--- config.mk ---
export PLATFORM = sky130hd
export DESIGN_NAME = shift_sequencer
export DESIGN_NICKNAME = d
export VERILOG_FILES = /design/src/rtl/shift_sequencer.sv
export SDC_FILE = /design/constraint.sdc
export NUM_CORES = 1
export LEC_CHECK = 0
export BUFFER_PORTS_ARGS = -buffer_cell sky130_fd_sc_hd__buf_2
export CORE_ASPECT_RATIO = 1.4
export CORE_MARGIN = 2
export CORE_UTILIZATION = 35
export CTS_CLUSTER_SIZE = 16
export DETAILED_ROUTE_END_ITERATION = 12
export GPL_TIMING_DRIVEN = 0
export PLACE_DENSITY = 0.66
export SYNTH_ARGS = -nofsm -noshare
export SYNTH_HDL_FRONTEND = slang
export SYNTH_SLANG_ARGS = --single-unit
export TNS_END_PERCENT = 10
--- constraint.sdc ---
create_clock -name i_clk -period 4.85 [get_ports i_clk]
set_clock_uncertainty 0.1 [all_clocks]
set_input_delay 0.485 -clock i_clk [delete_from_list [all_inputs] [get_ports i_clk]]
set_output_delay 0.485 -clock i_clk [all_outputs]
set_load 0.02 [all_outputs]
--- src/rtl/shift_sequencer.sv ---
// shift_sequencer: pattern register and advance control that sits in front of an
// external combinational shifter. Each committed advance writes the shifter output
// back into the pattern register. Advances come from a free-running tick (run) or
// from single-step pulses (step).
//
// Optional feature: define SHIFT_SEQ_BOUNCE_EN to reverse the direction whenever the
// pattern reaches the edge it is moving towards. The advance that performs the flip
// holds the pattern.
module shift_sequencer #(
  parameter int unsigned WIDTH    = 8,
  parameter int unsigned TICK_DIV = 25_000_000
) (
  input  logic             i_clk,
  input  logic             i_rst_n,
  input  logic             i_load,
  input  logic [WIDTH-1:0] i_load_val,
  input  logic [3:0]       i_dist_in,
  input  logic             i_dir_in,
  input  logic             i_run,
  input  logic             i_step,
  output logic [WIDTH-1:0] o_sh_in,
  output logic [3:0]       o_sh_dist,
  output logic             o_sh_dir,
  input  logic [WIDTH-1:0] i_sh_out,
  output logic             o_adv,
  output logic             o_empty,
  output logic [7:0]       o_adv_count
);

  localparam int unsigned CntW = (TICK_DIV > 2) ? $clog2(TICK_DIV) : 1;
  localparam logic [CntW-1:0] TickMax = CntW'(TICK_DIV - 1);

  typedef enum logic {StIdle, StRun} state_e;

  state_e           r_state;
  logic [WIDTH-1:0] r_pattern;
  logic [3:0]       r_dist;
  logic             r_dir;
  logic [CntW-1:0]  r_tick;
  logic [7:0]       r_adv_count;
  logic             r_empty;

  logic             w_commit;
  logic             w_flip;
  logic [WIDTH-1:0] w_next_pat;

  // An advance commits on the last tick in RUN or on a step in IDLE; load overrides both.
  assign w_commit = !i_load && (((r_state == StRun) && (r_tick == TickMax)) ||
                                ((r_state == StIdle) && i_step));

`ifdef SHIFT_SEQ_BOUNCE_EN
  // Pattern sits on the edge it is heading towards: this advance turns it around.
  assign w_flip = (!r_dir && r_pattern[WIDTH-1]) || (r_dir && r_pattern[0]);
`else
  assign w_flip = 1'b0;
`endif

  assign w_next_pat = w_flip ? r_pattern : i_sh_out;

  // Sequencer state, pattern register and advance bookkeeping.
  always_ff @(posedge i_clk or negedge i_rst_n) begin
    if (!i_rst_n) begin
      r_state     <= StIdle;
      r_pattern   <= '0;
      r_dist      <= 4'd0;
      r_dir       <= 1'b0;
      r_tick      <= '0;
      r_adv_count <= 8'd0;
      r_empty     <= 1'b1;
    end else if (i_load) begin
      r_state     <= StIdle;
      r_pattern   <= i_load_val;
      r_dist      <= i_dist_in;
      r_dir       <= i_dir_in;
      r_tick      <= '0;
      r_adv_count <= 8'd0;
      r_empty     <= (i_load_val == '0);
    end else begin
      if (w_commit) begin
        r_pattern   <= w_next_pat;
        r_empty     <= (w_next_pat == '0);
        r_adv_count <= r_adv_count + 8'd1;
        if (w_flip) begin
          r_dir <= ~r_dir;
        end
      end
      unique case (r_state)
        StIdle: begin
          r_tick <= '0;
          if (i_run) begin
            r_state <= StRun;
          end
        end
        StRun: begin
          if (!i_run || (w_commit && (w_next_pat == '0))) begin
            r_state <= StIdle;
            r_tick  <= '0;
          end else if (r_tick == TickMax) begin
            r_tick <= '0;
          end else begin
            r_tick <= r_tick + CntW'(1);
          end
        end
        default: begin
          r_state <= StIdle;
          r_tick  <= '0;
        end
      endcase
    end
  end

  assign o_sh_in     = r_pattern;
  assign o_sh_dist   = r_dist;
  assign o_sh_dir    = r_dir;
  assign o_adv       = w_commit;
  assign o_empty     = r_empty;
  assign o_adv_count = r_adv_count;

endmodule

==> impl_metrics.json <==
{
  "routabilityCongestion": 0.865,
  "dr_total_vias": 1858,
  "fin_crit_sh": 0.570,
  "whs_ns": 0.283,
  "synth_fa_ha_area_frac": 0.0104,
  "slew_viol_final": 0,
  "cp.required_ns": 4.26,
  "overflow": 0,
  "drv_cap": 0,
  "yosys.area_share.simple": 0.243,
  "antenna_cells": 0,
  "synthXorXnorAreaFrac": 0.0874,
  "synthTopCellsByCount": "dfrtp_1 (47), nor2_1 (38), nand2_1 (15), xnor2_1 (15)",
  "grtUsageMet2": 0.249,
  "p_clk_frac": 0.378,
  "synth-edff-count": 0,
  "cts_tree": "built",
  "p_per_area_nw_per_um2": 283,
  "crit_start": "r_tick[0]$_DFF_PN0_",
  "internal_power_w": 0.000615,
  "worst-path-max-fanout": 10,
  "dieArea_um2": 7560,
  "grt_max_degree": 49,
  "arrival_ns": 2.18,
  "period_minus_slack_ns": 2.76,
  "cts.sinks": 48,
  "power.switching_w": 0.000201,
  "clock_path_buffers": 2,
  "syn_to_final_growth_pct": 19.8,
  "utilization": 0.436,
  "comb_power_share": 0.107,
  "yosysSeqAreaShare": 0.500,
  "place_hpwl_mm": 3.89,
  "setup_tns_ns": 0,
  "root_buffer": "clkbuf_8",
  "clk_latency_ns": 0.30,
  "num_rows": 35,
  "synth.most_common_cell": "dfrtp_1",
  "r2r_start": "r_tick[0]$_DFF_PN0_",
  "netlist_area_um2": 2400,
  "grtUsageTotal": 0.150,
  "synth-seq-cells": 48,
  "reg2reg_to": "r_tick[20]$_DFF_PN0_",
  "via_per_inst": 4.83,
  "synth_compound_area_frac": 0.0390,
  "dp_slack_ns": 2.40,
  "numPortBuffers": 48,
  "synth_top_family_by_area": "simple AND/OR/NAND/NOR gates",
  "antenna_found_initial": 0,
  "final_area_um2": 2880,
  "synth_flop_cell": "dfrtp_1",
  "dpl_cell_area_um2": 2760,
  "syn_area_per_cell_um2": 10.1,
  "syn_inst": 237,
  "seqPwrFrac": 0.515,
  "drt_wl_total_mm": 5.29,
  "final_hold_viol_count": 0,
  "r2r_cells": 8,
  "hold_class": "input pin to asynchronous set/reset pin",
  "num-fill-cells": 639,
  "switching_share": 0.246,
  "start_util": 0.364,
  "grt_use_met3": 0.0247,
  "drcViolationCount": 0,
  "ir_worst_vdd_mv": 0.131,
  "synth_mux_area_frac": 0.0796,
  "path_class": "register to output port",
  "use_met1": 0.193,
  "postSynth.asyncResetShare": 1.00,
  "synthTopCellsByArea": "dfrtp_1 (49%), nor2_1 (5.9%), xnor2_1 (5.5%)",
  "grt_pass1_vias": 1819,
  "wire_per_inst_um": 13.7,
  "setup_ws_ns": 2.09,
  "outcome": "complete, no violations",
  "cts_made_buffers": 5,
  "yosys.area.top_type": "dfrtp_1",
  "antenna_left": 0,
  "ctsHoldBuffers": 0,
  "cellLeakagePower_nw": 1.25,
  "setup_viol": 0,
  "cts_htree_levels": 2,
  "fp.dieH_um": 102,
  "drtPass1Iterations": 4,
  "worst_slew_pin_slew_ns": 1.08,
  "clk_pin_slew_ns": 0.09,
  "grt.busiest_layer": "met2",
  "fmax_ghz": 0.362,
  "core_region_area_um2": 6610,
  "ys_warn_count": 0,
  "cts_setup_buffers": 0,
  "io_pins": 49,
  "setup.worst_path.end_class": "output port",
  "r2r_slack_ns": 2.68,
  "first_iter_violations": 89,
  "die_w_um": 74.1,
  "grt_pass1_wl_mm": 8.80,
  "synth.top_cell.area_share": 0.489,
  "maxSlewHeadroom": 0.281,
  "synthDistinctLibCells": 38,
  "drive_gt1_frac": 0.259,
  "cts_resized": 0,
  "synth_fp_nets": 265,
  "start_kind": "register",
  "nNetsFinal": 320,
  "rsz0062_at_grt": "no"
}
[layer usage]
metal	share of wire	vias to the layer above
li1	-	925
met1	0.44	890
met2	0.52	31
met3	0.026	12
met4	0.021	0
met5	0	-
[critical path: stages (launching register included)]
cell and delay, ns:
dfrtp_1 0.40, ha_1 0.25, and4_4 0.28, nand4_1 0.11, o22ai_2 0.22, buf_2 0.28, nor2b_1 0.16, buf_2 0.17
[cell usage in the layout (no fill, tap or decap), types with 2 or more instances in the layout]
cell type  count
buf_6          4
o21ai_0        8
mux2_1         3
nand2_1       15
and4_1         3
mux2_2         6
nand2b_1       3
inv_1          5
or4_1          2
ha_1           2
xor2_1         9
a21oi_1        2
nand4_1       11
dfrtp_1       47
and3_1         3
mux2i_1        9
nand3_1       11
nor3_1         7
a31o_2         2
nor2b_1        6
clkbuf_8       6
xnor2_1       15
nor4_1         7
clkbuf_1       4
nor2_1        38
buf_2         50
[per-stage QoR]
| stage | cells | total power (W) |
|---|---|---|
| 3_5_place_dp | 377 | 0.000518 |
| 6_report | 385 | 0.000817 |
| 4_1_cts | 385 | 0.000830 |
| 3_3_place_gp | 377 | 0.000516 |
| 5_1_grt | 385 | 0.000851 |
| 2_1_floorplan | 237 | 0.000476 |
[final cells by class]
class | count | area (um^2) | share of cell area
sequential | 48 | 1200 | 0.417
multi-input combinational | 172 | 1100 | 0.383
timing repair buffer | 48 | 240 | 0.0834
tap | 92 | 115 | 0.0399
clock buffer | 6 | 82.6 | 0.0287
buffer | 12 | 78.8 | 0.0274
clock inverter | 2 | 38.8 | 0.0135
inverter | 5 | 18.8 | 0.00651
[flip-flops by register name, indices dropped and copies added (netlist names)]
signal	flops
o_adv_count	8
o_empty	1
o_sh_dir	1
o_sh_dist	4
o_sh_in	8
r_state	1
r_tick	25
[worst max path at each step]
stage                       end  slack, ns  depth (start not counted)
after floorplan           o_adv       2.57                          6
after global placement    o_adv       2.41                          7
after detailed placement  o_adv       2.40                          7
after CTS                 o_adv       2.05                          7
after global routing      o_adv       1.89                          7
final                     o_adv       2.09                          7
[cells by family (layout without fill, tap and decap cells)]
kind of cell / after synthesis / after routing
AOI/OAI and AO/OA: 15 / 15
xor gates and xnor gates: 24 / 24
adders and majority gates: 2 / 2
buffers and inverters: 17 / 73
DFF: 48 / 48
muxes: 18 / 18
and+or+nand+nor: 113 / 113
[power by group through the flow]
stage | Clock [W] | Sequential [W] | Combinational [W]
after global routing | 0.000333 | 0.000422 | 0.0000964
after global placement | 0 | 0.000428 | 0.0000880
after detailed placement | 0 | 0.000428 | 0.0000893
final | 0.000309 | 0.000420 | 0.0000874
after CTS | 0.000321 | 0.000420 | 0.0000894
after floorplan | 0 | 0.000444 | 0.0000321
Power figures use the tool's default switching activity.
